### src/rtl/raptor64_rx_latch_if.sv
// rtl/raptor64_rx_latch_if.sv - register-read to execute latch port bundle
// master drives decode/hazard inputs; slave is the latch itself.
interface raptor64_rx_latch_if;
  logic        advanceX;
  logic        flush;
  logic        dIRvalid;
  logic [8:0]  dRa;
  logic [8:0]  dRb;
  logic [8:0]  dRc;
  logic        dRaUsed;
  logic        dRbUsed;
  logic        dRcUsed;
  logic [63:0] dpc;
  logic [63:0] nxt_a;
  logic [63:0] nxt_b;
  logic [63:0] nxt_c;
  logic [8:0]  xRt;
  logic [8:0]  m1Rt;
  logic        xIsLoad;
  logic        m1IsLoad;
  logic        advanceR;
  logic        xIRvalid;
  logic [63:0] xA;
  logic [63:0] xB;
  logic [63:0] xC;
  logic [63:0] xpc;
  logic [31:0] stall_cnt;

  modport master (
    output advanceX, flush, dIRvalid, dRa, dRb, dRc, dRaUsed, dRbUsed, dRcUsed,
           dpc, nxt_a, nxt_b, nxt_c, xRt, m1Rt, xIsLoad, m1IsLoad,
    input  advanceR, xIRvalid, xA, xB, xC, xpc, stall_cnt
  );

  modport slave (
    input  advanceX, flush, dIRvalid, dRa, dRb, dRc, dRaUsed, dRbUsed, dRcUsed,
           dpc, nxt_a, nxt_b, nxt_c, xRt, m1Rt, xIsLoad, m1IsLoad,
    output advanceR, xIRvalid, xA, xB, xC, xpc, stall_cnt
  );
endinterface

### src/rtl/raptor64_rx_latch.sv
// rtl/raptor64_rx_latch.sv - Raptor64 R->X latch with load-use bubble insertion
// Optional bubble statistics counter: define RAPTOR64_RX_STALLCNT_EN.
module raptor64_rx_latch #(
  parameter int XLOAD_BUBBLES  = 2,
  parameter int M1LOAD_BUBBLES = 1,
  parameter int CNTW           = 2
) (
  input logic              clk,
  input logic              rst,
  raptor64_rx_latch_if.slave rx
);

  logic [CNTW-1:0] cnt;
  logic            valid_q;
  logic [63:0]     a_q, b_q, c_q, pc_q;

  // Registers 0 and 29 are constant/PC sources; the match uses all 9 bits.
  function automatic logic live_src(input logic v, input logic used, input logic [8:0] r);
    return v & used & (r[4:0] != 5'd0) & (r[4:0] != 5'd29);
  endfunction

  logic live_a, live_b, live_c;
  logic any_hx, any_hm, hz;

  assign live_a = live_src(rx.dIRvalid, rx.dRaUsed, rx.dRa);
  assign live_b = live_src(rx.dIRvalid, rx.dRbUsed, rx.dRb);
  assign live_c = live_src(rx.dIRvalid, rx.dRcUsed, rx.dRc);

  assign any_hx = rx.xIsLoad & ((live_a & (rx.dRa == rx.xRt)) |
                                (live_b & (rx.dRb == rx.xRt)) |
                                (live_c & (rx.dRc == rx.xRt)));
  assign any_hm = rx.m1IsLoad & ((live_a & (rx.dRa == rx.m1Rt)) |
                                 (live_b & (rx.dRb == rx.m1Rt)) |
                                 (live_c & (rx.dRc == rx.m1Rt)));
  assign hz = any_hx | any_hm;

  assign rx.advanceR = rx.advanceX & ~rst & (cnt == '0) & ~hz;

  always_ff @(posedge clk) begin
    if (rst) begin
      cnt     <= '0;
      valid_q <= 1'b0;
      a_q     <= '0;
      b_q     <= '0;
      c_q     <= '0;
      pc_q    <= '0;
    end else if (rx.flush) begin
      cnt     <= '0;
      valid_q <= 1'b0;
    end else if (rx.advanceX) begin
      if (cnt != '0) begin
        cnt     <= cnt - 1'b1;
        valid_q <= 1'b0;
      end else if (hz) begin
        // X-stage load data arrives later, so it wins when both stages match.
        cnt     <= any_hx ? CNTW'(XLOAD_BUBBLES - 1) : CNTW'(M1LOAD_BUBBLES - 1);
        valid_q <= 1'b0;
      end else begin
        a_q     <= rx.nxt_a;
        b_q     <= rx.nxt_b;
        c_q     <= rx.nxt_c;
        pc_q    <= rx.dpc;
        valid_q <= rx.dIRvalid;
      end
    end
  end

  assign rx.xIRvalid = valid_q;
  assign rx.xA       = a_q;
  assign rx.xB       = b_q;
  assign rx.xC       = c_q;
  assign rx.xpc      = pc_q;

`ifdef RAPTOR64_RX_STALLCNT_EN
  logic        bubble;
  logic [31:0] stall_q;

  assign bubble = rx.advanceX & ~rx.flush & ((cnt != '0) | hz);

  always_ff @(posedge clk) begin
    if (rst) begin
      stall_q <= '0;
    end else if (bubble) begin
      stall_q <= stall_q + 32'd1;
    end
  end

  assign rx.stall_cnt = stall_q;
`else
  assign rx.stall_cnt = 32'd0;
`endif

endmodule

### src/flat_wrapper.sv
// flat-port wrapper written by rule: the top's interface ports become plain ports
module raptor64_rx_latch_flat 
#(
  parameter int XLOAD_BUBBLES  = 2,
  parameter int M1LOAD_BUBBLES = 1,
  parameter int CNTW           = 2
)
  (clk, rst, rx_advanceX, rx_flush, rx_dIRvalid, rx_dRa, rx_dRb, rx_dRc, rx_dRaUsed, rx_dRbUsed, rx_dRcUsed, rx_dpc, rx_nxt_a, rx_nxt_b, rx_nxt_c, rx_xRt, rx_m1Rt, rx_xIsLoad, rx_m1IsLoad, rx_advanceR, rx_xIRvalid, rx_xA, rx_xB, rx_xC, rx_xpc, rx_stall_cnt);
  raptor64_rx_latch_if rx_i ();
  input logic clk;
  input logic rst;
  input wire logic [$bits(rx_i.advanceX)-1:0] rx_advanceX;
  input wire logic [$bits(rx_i.flush)-1:0] rx_flush;
  input wire logic [$bits(rx_i.dIRvalid)-1:0] rx_dIRvalid;
  input wire logic [$bits(rx_i.dRa)-1:0] rx_dRa;
  input wire logic [$bits(rx_i.dRb)-1:0] rx_dRb;
  input wire logic [$bits(rx_i.dRc)-1:0] rx_dRc;
  input wire logic [$bits(rx_i.dRaUsed)-1:0] rx_dRaUsed;
  input wire logic [$bits(rx_i.dRbUsed)-1:0] rx_dRbUsed;
  input wire logic [$bits(rx_i.dRcUsed)-1:0] rx_dRcUsed;
  input wire logic [$bits(rx_i.dpc)-1:0] rx_dpc;
  input wire logic [$bits(rx_i.nxt_a)-1:0] rx_nxt_a;
  input wire logic [$bits(rx_i.nxt_b)-1:0] rx_nxt_b;
  input wire logic [$bits(rx_i.nxt_c)-1:0] rx_nxt_c;
  input wire logic [$bits(rx_i.xRt)-1:0] rx_xRt;
  input wire logic [$bits(rx_i.m1Rt)-1:0] rx_m1Rt;
  input wire logic [$bits(rx_i.xIsLoad)-1:0] rx_xIsLoad;
  input wire logic [$bits(rx_i.m1IsLoad)-1:0] rx_m1IsLoad;
  output wire logic [$bits(rx_i.advanceR)-1:0] rx_advanceR;
  output wire logic [$bits(rx_i.xIRvalid)-1:0] rx_xIRvalid;
  output wire logic [$bits(rx_i.xA)-1:0] rx_xA;
  output wire logic [$bits(rx_i.xB)-1:0] rx_xB;
  output wire logic [$bits(rx_i.xC)-1:0] rx_xC;
  output wire logic [$bits(rx_i.xpc)-1:0] rx_xpc;
  output wire logic [$bits(rx_i.stall_cnt)-1:0] rx_stall_cnt;
  assign rx_i.advanceX = rx_advanceX;
  assign rx_i.flush = rx_flush;
  assign rx_i.dIRvalid = rx_dIRvalid;
  assign rx_i.dRa = rx_dRa;
  assign rx_i.dRb = rx_dRb;
  assign rx_i.dRc = rx_dRc;
  assign rx_i.dRaUsed = rx_dRaUsed;
  assign rx_i.dRbUsed = rx_dRbUsed;
  assign rx_i.dRcUsed = rx_dRcUsed;
  assign rx_i.dpc = rx_dpc;
  assign rx_i.nxt_a = rx_nxt_a;
  assign rx_i.nxt_b = rx_nxt_b;
  assign rx_i.nxt_c = rx_nxt_c;
  assign rx_i.xRt = rx_xRt;
  assign rx_i.m1Rt = rx_m1Rt;
  assign rx_i.xIsLoad = rx_xIsLoad;
  assign rx_i.m1IsLoad = rx_m1IsLoad;
  assign rx_advanceR = rx_i.advanceR;
  assign rx_xIRvalid = rx_i.xIRvalid;
  assign rx_xA = rx_i.xA;
  assign rx_xB = rx_i.xB;
  assign rx_xC = rx_i.xC;
  assign rx_xpc = rx_i.xpc;
  assign rx_stall_cnt = rx_i.stall_cnt;
  raptor64_rx_latch #(.XLOAD_BUBBLES(XLOAD_BUBBLES), .M1LOAD_BUBBLES(M1LOAD_BUBBLES), .CNTW(CNTW)) u_core (.clk(clk), .rst(rst), .rx(rx_i));
endmodule
### config.mk
export PLATFORM = sky130hd
export DESIGN_NAME = raptor64_rx_latch_flat
export DESIGN_NICKNAME = d
export VERILOG_FILES = /design/src/rtl/raptor64_rx_latch_if.sv /design/src/rtl/raptor64_rx_latch.sv /design/src/flat_wrapper.sv
export SDC_FILE = /design/constraint.sdc
export NUM_CORES = 1
export LEC_CHECK = 0
export CAP_MARGIN = 15
export CORE_AREA = 2 2 233 235
export CTS_CLUSTER_DIAMETER = 60
export CTS_CLUSTER_SIZE = 14
export DETAILED_ROUTE_END_ITERATION = 7
export DIE_AREA = 0 0 235 237
export HOLD_SLACK_MARGIN = 0.03
export SLEW_MARGIN = 5
export SYNTH_ARGS = -nofsm -noshare
export SYNTH_HDL_FRONTEND = slang
export SYNTH_SLANG_ARGS = --single-unit
### constraint.sdc
create_clock -name clk -period 5.1 [get_ports clk]
set_clock_uncertainty 0.2 [all_clocks]
set_input_delay 0.765 -clock clk [delete_from_list [all_inputs] [get_ports clk]]
set_output_delay 0.765 -clock clk [all_outputs]
set_load 0.005 [all_outputs]
==> flow_metrics.py, run 1 <==
metrics = {
    "place": {
        "dp_hpwl_mm": 27.37,
        "placed_cells": 2447,
        "gp_congestion": 0.8635,
        "dpl_cell_area_um2": 16060,
        "io_buffers": 568,
    },
    "floorplanning": {
        "dieWidth_um": 235,
        "io_pins": 601,
        "die_h_um": 237,
        "core_um2": 53280,
        "die_area_um2": 55700,
        "num_rows": 85,
        "start_util_pct": 18.71,
    },
    "critical_path": {
        "worstPathMaxFanout": 4,
        "worstSetupPathType": "primary input to primary output",
        "start_kind": "primary input",
        "path_buf_inv": 2,
        "ff2ff_setup_slack_ns": 2.79,
        "r2r-start": "u_core.cnt[0]",
        "cp-end-kind": "primary output",
        "cpMaxStageDelayCell": "or4_1",
        "cp_data_arrival_time_ns": 3.28,
        "reg2regPathDepth": 7,
        "cp_top_family": "simple AND/OR/NAND/NOR gates",
        "max_stage_delay_ns": 0.55,
        "r2r-end": "u_core.rx.xA[12]",
        "crit_chain": "clkdlybuf4s50_1, or4_1, a21oi_1, nor2_1, a22oi_2, and2_1, nand3_1, nor2_1, clkdlybuf4s50_1",
        "cp_data_required_time_ns": 4.14,
    },
    "clock_network": {
        "tritoncts": "built",
        "clkLatencyLatePin_ns": 0.55,
        "cts_resized": 0,
        "clockBufferDepth": 3,
        "post_cts_buffers": 0,
        "clock-sinks": 259,
        "cts-root-buf": "clkbuf_16",
        "hold_buffers": 0,
        "cts.clk_slew.worst_paths_ns": 0.06,
        "cts_buffers": 27,
        "htreeDepth": 1,
    },
    "drt": {
        "drt_pass1_iterations": 5,
        "drt-initial-drc-count": 420,
        "wire_per_inst_um": 14.76,
        "wirelength_mm": 36.80,
        "antenna_left": 0,
        "drt-vias-per-instance": 4.099,
        "detail_route.drc_violations": 0,
        "vias": 10218,
    },
    "worst_hold_path": {
        "hold_path.class": "flip-flop to flip-flop",
        "holdCritStartpoint": "u_core.rx.xC[33]",
        "whs_endpoint": "u_core.rx.xC[33]",
        "holdPathStages": 2,
    },
    "sta": {
        "max_slew.worst_pin.slew_ns": 0.8831,
        "timing.hold.ws_ns": 0.2529,
        "slew_headroom_pct": 41.13,
        "final-max-slew-violation-count": 0,
        "setup_tns_ns": 0,
        "post-route-min-period_ns": 4.245,
        "max_freq_mhz": 235.5,
        "finalCritPeriodShare_pct": 83.24,
        "setup_violations": 0,
        "grt_setup_unrepaired": "no",
        "finalHoldViolations": 0,
    },
    "global_route": {
        "antenna_found_initial": 2,
        "grt_max_degree": 132,
        "gr-total-overflow": 0,
        "grt_pass1_vias": 10141,
        "grt_usage_pct": 12.36,
        "grt_pass1_wl_mm": 56.12,
    },
    "logic_synthesis": {
        "synth.top_cell.area_share_pct": 52.00,
        "synth_xor_xnor_area_share_pct": 4.743,
        "synth_area_leaders": "dfxtp_1 52%, nand2_1 20%, a21oi_1 13%",
        "synthAdderAreaFrac_pct": 0,
        "synth_cells": 1257,
        "synth_edf_count": 0,
        "netlist_area_um2": 9971,
        "synth_most_common_cell": "nand2_1",
        "synthFlopType": "dfxtp_1",
        "synth_top_area_cell": "dfxtp_1",
        "yosysSeqAreaShare_pct": 52.00,
        "ys_ff_latch": 259,
        "synth_area_per_cell_um2": 7.932,
        "synth-simple-area-share_pct": 21.78,
        "ys_warn_count": 0,
        "synth_cell_types": 25,
        "synth_compound_area_share_pct": 13.77,
        "synth_top_family_by_area": "simple AND/OR/NAND/NOR gates",
        "synthTopCellsByCount": "521 x nand2_1, 261 x a21oi_1, 259 x dfxtp_1, 57 x clkbuf_1, 54 x xnor2_1",
        "synth_mux_area_share_pct": 0,
        "async_flop_share_pct": 0,
    },
    "layout": {
        "drive_gt1_share_pct": 3.395,
        "syn2layout_area_growth_pct": 69.47,
        "num_antenna_cells": 0,
        "layout.nets": 2091,
        "finish.instance_area_um2": 16900,
        "fin_cells": 2493,
    },
    "outcome": {
        "status": "finished, final reports clean",
    },
    "power_and_ir_drop": {
        "p_leak_nw": 5.900,
        "vdd_drop_max_mv": 0.2023,
        "total_power_mw": 4.846,
        "p_per_area_nw_per_um2": 286.8,
    },
    "run": {
        "maxCapViolCount": 0,
    },
}
-- logic make-up after synthesis --
| family | after synthesis |
|---|---|
| AOI/OAI and AO/OA | 267 |
| xor gates and xnor gates | 54 |
| buffers and inverters | 118 |
| DFF | 259 |
| other | 1 |
| and+or+nand+nor | 558 |
-- registers in the layout (all words and copies together) (netlist names) --
signal              count
u_core.rx.xB           64
u_core.rx.xpc          64
u_core.rx.xA           64
u_core.rx.xIRvalid      1
u_core.cnt              2
u_core.rx.xC           64
-- tightest hold or removal path, delay by kind of cell (launching register included) --
| kind | cells | cell delay (ns) |
|---|---|---|
| flops | 1 | 0.30 |
| simple gates | 1 | 0.05 |
| compound gates | 1 | 0.05 |
-- power by group --
group / leakage [nW] / internal [mW] / switching, mW
registers: 2.12 / 2.12 / 0.0474
logic: 3.38 / 0.456 / 0.308
clock network: 0.402 / 1.06 / 0.858
total: 5.90 / 3.63 / 1.21
-- layout make-up --
type                            instances  area (um^2)
Clock buffer                           33        718.2
Timing Repair Buffer                  581         5862
Fill cell                            5530        36380
Sequential cell                       259         5185
Tap cell                              696        870.8
Multi-Input combinational cell        911         4140
Clock inverter                         13        121.4
-- metal layers --
layer / vias to the layer above / track usage, % / part of all wire [%]
li1: 5020 / - / -
met1: 4698 / 13.91 / 39
met2: 432 / 21.53 / 48
met3: 64 / 4.395 / 9.2
met4: 4 / 4.334 / 3.0
met5: - / 0 / 0.065
-- stage by stage --
stage | setup slack [ns] | util, %
finish | 0.8545 | 31.71
global route | 0.6998 | 31.71
CTS | 0.8542 | 31.71
detailed placement | 0.8657 | 30.14
global placement | 0.8201 | 30.14
floorplan | 2.125 | -
-- cell usage in the layout (no fill, tap or decap), drive strengths merged --
cell type and n:
clkdlybuf4s50 567, nand2 521, a21oi 261, dfxtp 259, xnor2 54, clkbuf 34
conb 32, nand4 16, buf 13, nor2 6, nor3 5, clkinvlp 4
clkinv 4, inv 4, or4 3, a22oi 2, a41oi 1, and2 1
nand2b 1, nand3 1, a211oi 1, and4 1, nor2b 1, o21a 1
nand3b 1, o21ai 1, and3 1, bufinv 1
-- worst max-delay path by stage --
stage,from,endpoint,slack (ns),cells past startpoint
after global placement,rx_dRa[0],rx_advanceR,0.82,9
final,rx_dRb[0],rx_advanceR,0.85,9
after floorplan,rx_dRc[0],rx_advanceR,2.13,7
after detailed placement,rx_dRb[0],rx_advanceR,0.87,9
after CTS,rx_dRb[0],rx_advanceR,0.85,9
after global routing,rx_dRb[0],rx_advanceR,0.70,9
(Power assumes the default switching activity.)
==> run 2, diff against run 1 <==
--- a/config.mk
+++ b/config.mk
@@ -6,11 +6,11 @@
 export NUM_CORES = 1
 export LEC_CHECK = 0
 export CAP_MARGIN = 15
-export CORE_AREA = 2 2 233 235
+export CORE_AREA = 2 2 234 236
 export CTS_CLUSTER_DIAMETER = 60
 export CTS_CLUSTER_SIZE = 14
 export DETAILED_ROUTE_END_ITERATION = 7
-export DIE_AREA = 0 0 235 237
+export DIE_AREA = 0 0 236 238
 export HOLD_SLACK_MARGIN = 0.03
 export SLEW_MARGIN = 5
 export SYNTH_ARGS = -nofsm -noshare
==> constraint.sdc (replaced) <==
create_clock -name clk -period 3.8 [get_ports clk]
set_clock_uncertainty 0.2 [all_clocks]
set_input_delay 0.57 -clock clk [delete_from_list [all_inputs] [get_ports clk]]
set_output_delay 0.57 -clock clk [all_outputs]
set_load 0.005 [all_outputs]
==> run 2 against run 1 <==
- worst setup slack got worse by 0.73 ns
- combinational power increased by 39%
- highest routed layer unchanged
- sequential power increased by 35%
- clock power increased by 46%
- sequential share of layout area decreased by 0.66 points
- global-route usage increased by 0.63 points
- flip-flop and latch count unchanged
- critical endpoint unchanged
- first-iteration DRC count decreased by 24%
- non-clock buffer count increased by 31
- design area increased by 2.2%
- hold slack got worse by 0.00056 ns
==> flow_metrics.py, run 2 (synthesis gave the netlist of run 1 again) <==
metrics = {
    "critical_path": {
        "worstSetupPathType": "primary input to primary output",
        "cp_data_arrival_time_ns": 2.91,
        "ff2ff_setup_slack_ns": 1.72,
        "max_stage_delay_ns": 0.57,
        "cp_top_family": "simple AND/OR/NAND/NOR gates",
        "cp-end-kind": "primary output",
        "cp_data_required_time_ns": 3.03,
        "worstPathMaxFanout": 2,
        "crit_chain": "clkdlybuf4s50_1, or4_1, a21oi_2, nor2_1, a22oi_2, and2_1, nand3_1, nor2_1, clkdlybuf4s50_1",
        "cpMaxStageDelayCell": "or4_1",
        "start_kind": "primary input",
        "path_buf_inv": 2,
    },
    "power_and_ir_drop": {
        "p_leak_nw": 6.124,
        "p_per_area_nw_per_um2": 391.8,
        "vdd_drop_max_mv": 0.2995,
    },
    "outcome": {
        "status": "finished, final reports clean",
    },
    "sta": {
        "finalCritPeriodShare_pct": 96.75,
        "slew_headroom_pct": 48.46,
        "grt_setup_unrepaired": "no",
        "finalHoldViolations": 0,
        "final-max-slew-violation-count": 0,
        "setup_violations": 0,
        "max_freq_mhz": 272.0,
        "post-route-min-period_ns": 3.677,
        "setup_tns_ns": 0,
        "max_slew.worst_pin.slew_ns": 0.7732,
    },
    "layout": {
        "layout_common_cells": "566 x clkdlybuf4s50_1, 521 x nand2_1, 259 x a21oi_1, 259 x dfxtp_1, 54 x xnor2_1",
        "multi_input_area_um2": 4148,
        "drive_gt1_share_pct": 5.096,
        "seqCellArea_um2": 5185,
        "final_common_cell": "clkdlybuf4s50_1",
        "finish.instance_area_um2": 17270,
        "fillCellCount": 5572,
        "syn2layout_area_growth_pct": 73.20,
        "layout.nets": 2122,
    },
    "worst_hold_path": {
        "hold_path.class": "flip-flop to flip-flop",
    },
    "clock_network": {
        "cts-root-buf": "clkbuf_16",
        "clock-sinks": 259,
        "cts.clk_slew.worst_paths_ns": 0.06,
        "clkLatencyLatePin_ns": 0.55,
        "htreeDepth": 1,
        "tritoncts": "built",
        "cts_buffers": 27,
        "clockBufferDepth": 3,
    },
    "global_route": {
        "gr-total-overflow": 0,
        "antenna_found_initial": 4,
        "grt_usage_pct": 12.99,
        "grt_pass1_wl_mm": 58.46,
        "grt_max_degree": 141,
        "grt_pass1_vias": 10385,
    },
    "place": {
        "io_buffers": 568,
        "dp_hpwl_mm": 29.29,
        "gp_congestion": 0.8578,
        "dpl_cell_area_um2": 16340,
    },
    "drt": {
        "vias": 10329,
        "drt-initial-drc-count": 320,
        "wire_per_inst_um": 15.27,
        "antenna_left": 0,
        "wirelength_mm": 38.54,
        "drt_pass1_iterations": 4,
        "drt-vias-per-instance": 4.092,
        "detail_route.drc_violations": 0,
    },
    "floorplanning": {
        "io_pins": 601,
        "core_um2": 53500,
        "die_h_um": 238,
        "num_rows": 85,
        "die_area_um2": 56170,
        "dieWidth_um": 236,
        "start_util_pct": 18.64,
    },
    "run": {
        "maxCapViolCount": 0,
    },
}
run 2: changes by cell type in the layout (fill, tap and decap cells not counted), sizes merged:
cell / previous run / this run
buf: 13 / 44
bufinv: 1 / 5
clkbuf: 34 / 30
clkdlybuf4s50: 567 / 566
clkinv: 4 / 6
clkinvlp: 4 / 0
diode: 0 / 3
dlymetal6s2s: 0 / 1
inv: 4 / 3
run 2: final cells by class:
type,instances,area share (%)
diodes,3,0.04347
clock buffers,29,3.956
clock inverters,14,1.319
multi-input cells,911,24.02
flip-flops and latches,259,30.02
well taps,696,5.043
repair buffers,612,35.60
run 2: metrics by stage:
| stage | hold WS [ns] | worst slack [ns] | utilization (%) | cells | power (mW) |
|---|---|---|---|---|---|
| 6_report | 0.2523 | 0.1234 | 32.28 | 2524 | 6.766 |
| 5_1_grt | 0.2698 | 0.01826 | 32.27 | 2522 | 7.072 |
| 4_1_cts | 0.2540 | 0.07620 | 32.25 | 2521 | 6.898 |
| 3_5_place_dp | 0.2455 | 0.08629 | 30.55 | 2478 | 4.031 |
| 3_3_place_gp | 0.2411 | 0.06298 | 30.55 | 2478 | 4.016 |
| 2_1_floorplan | 0.2527 | 1.215 | - | 1288 | 3.332 |
run 2: where the power goes:
| group | internal (mW) | switching (mW) | total, mW |
|---|---|---|---|
| logic | 0.638 | 0.422 | 1.06 |
| registers | 2.84 | 0.0643 | 2.91 |
| clock network | 1.64 | 1.16 | 2.80 |
| total | 5.12 | 1.65 | 6.77 |
run 2: metal layers:
layer	vias up	wire length [um]	track usage, %
li1	5091	-	-
met1	4714	14650	13.98
met2	450	18270	22.54
met3	68	4307	6.108
met4	6	1279	4.092
met5	-	38	0
run 2: final timing paths:
path / startpoint / to / cells after the start
worst max register to register: u_core.cnt[0] / u_core.rx.xA[11] / 7
worst min-delay path: u_core.rx.xpc[63] / u_core.rx.xpc[63] / 2
worst min register to register: u_core.rx.xpc[63] / u_core.rx.xpc[63] / 2
worst max-delay path: rx_dRa[0] / rx_advanceR / 9
run 2: what timing repair did:
action,in CTS,in global routing
resized for setup,0,3
hold buffers,0,0
setup buffers,0,0
endpoints found under the setup margin,0,1
run 2: worst min-delay path: cells and delay by family (launching register included):
family / cells / cell delay (ns)
DFF: 1 / 0.31
AOI/OAI and AO/OA: 1 / 0.05
and+or+nand+nor: 1 / 0.05
==> run 3, diff against run 2 <==
--- a/config.mk
+++ b/config.mk
@@ -12,7 +12,7 @@
 export DETAILED_ROUTE_END_ITERATION = 7
 export DIE_AREA = 0 0 236 238
 export HOLD_SLACK_MARGIN = 0.03
-export SLEW_MARGIN = 5
+export SLEW_MARGIN = 20
 export SYNTH_ARGS = -nofsm -noshare
 export SYNTH_HDL_FRONTEND = slang
 export SYNTH_SLANG_ARGS = --single-unit
==> results of run 3 <==
Final layout, timing and power as in run 2 (identical DEF).
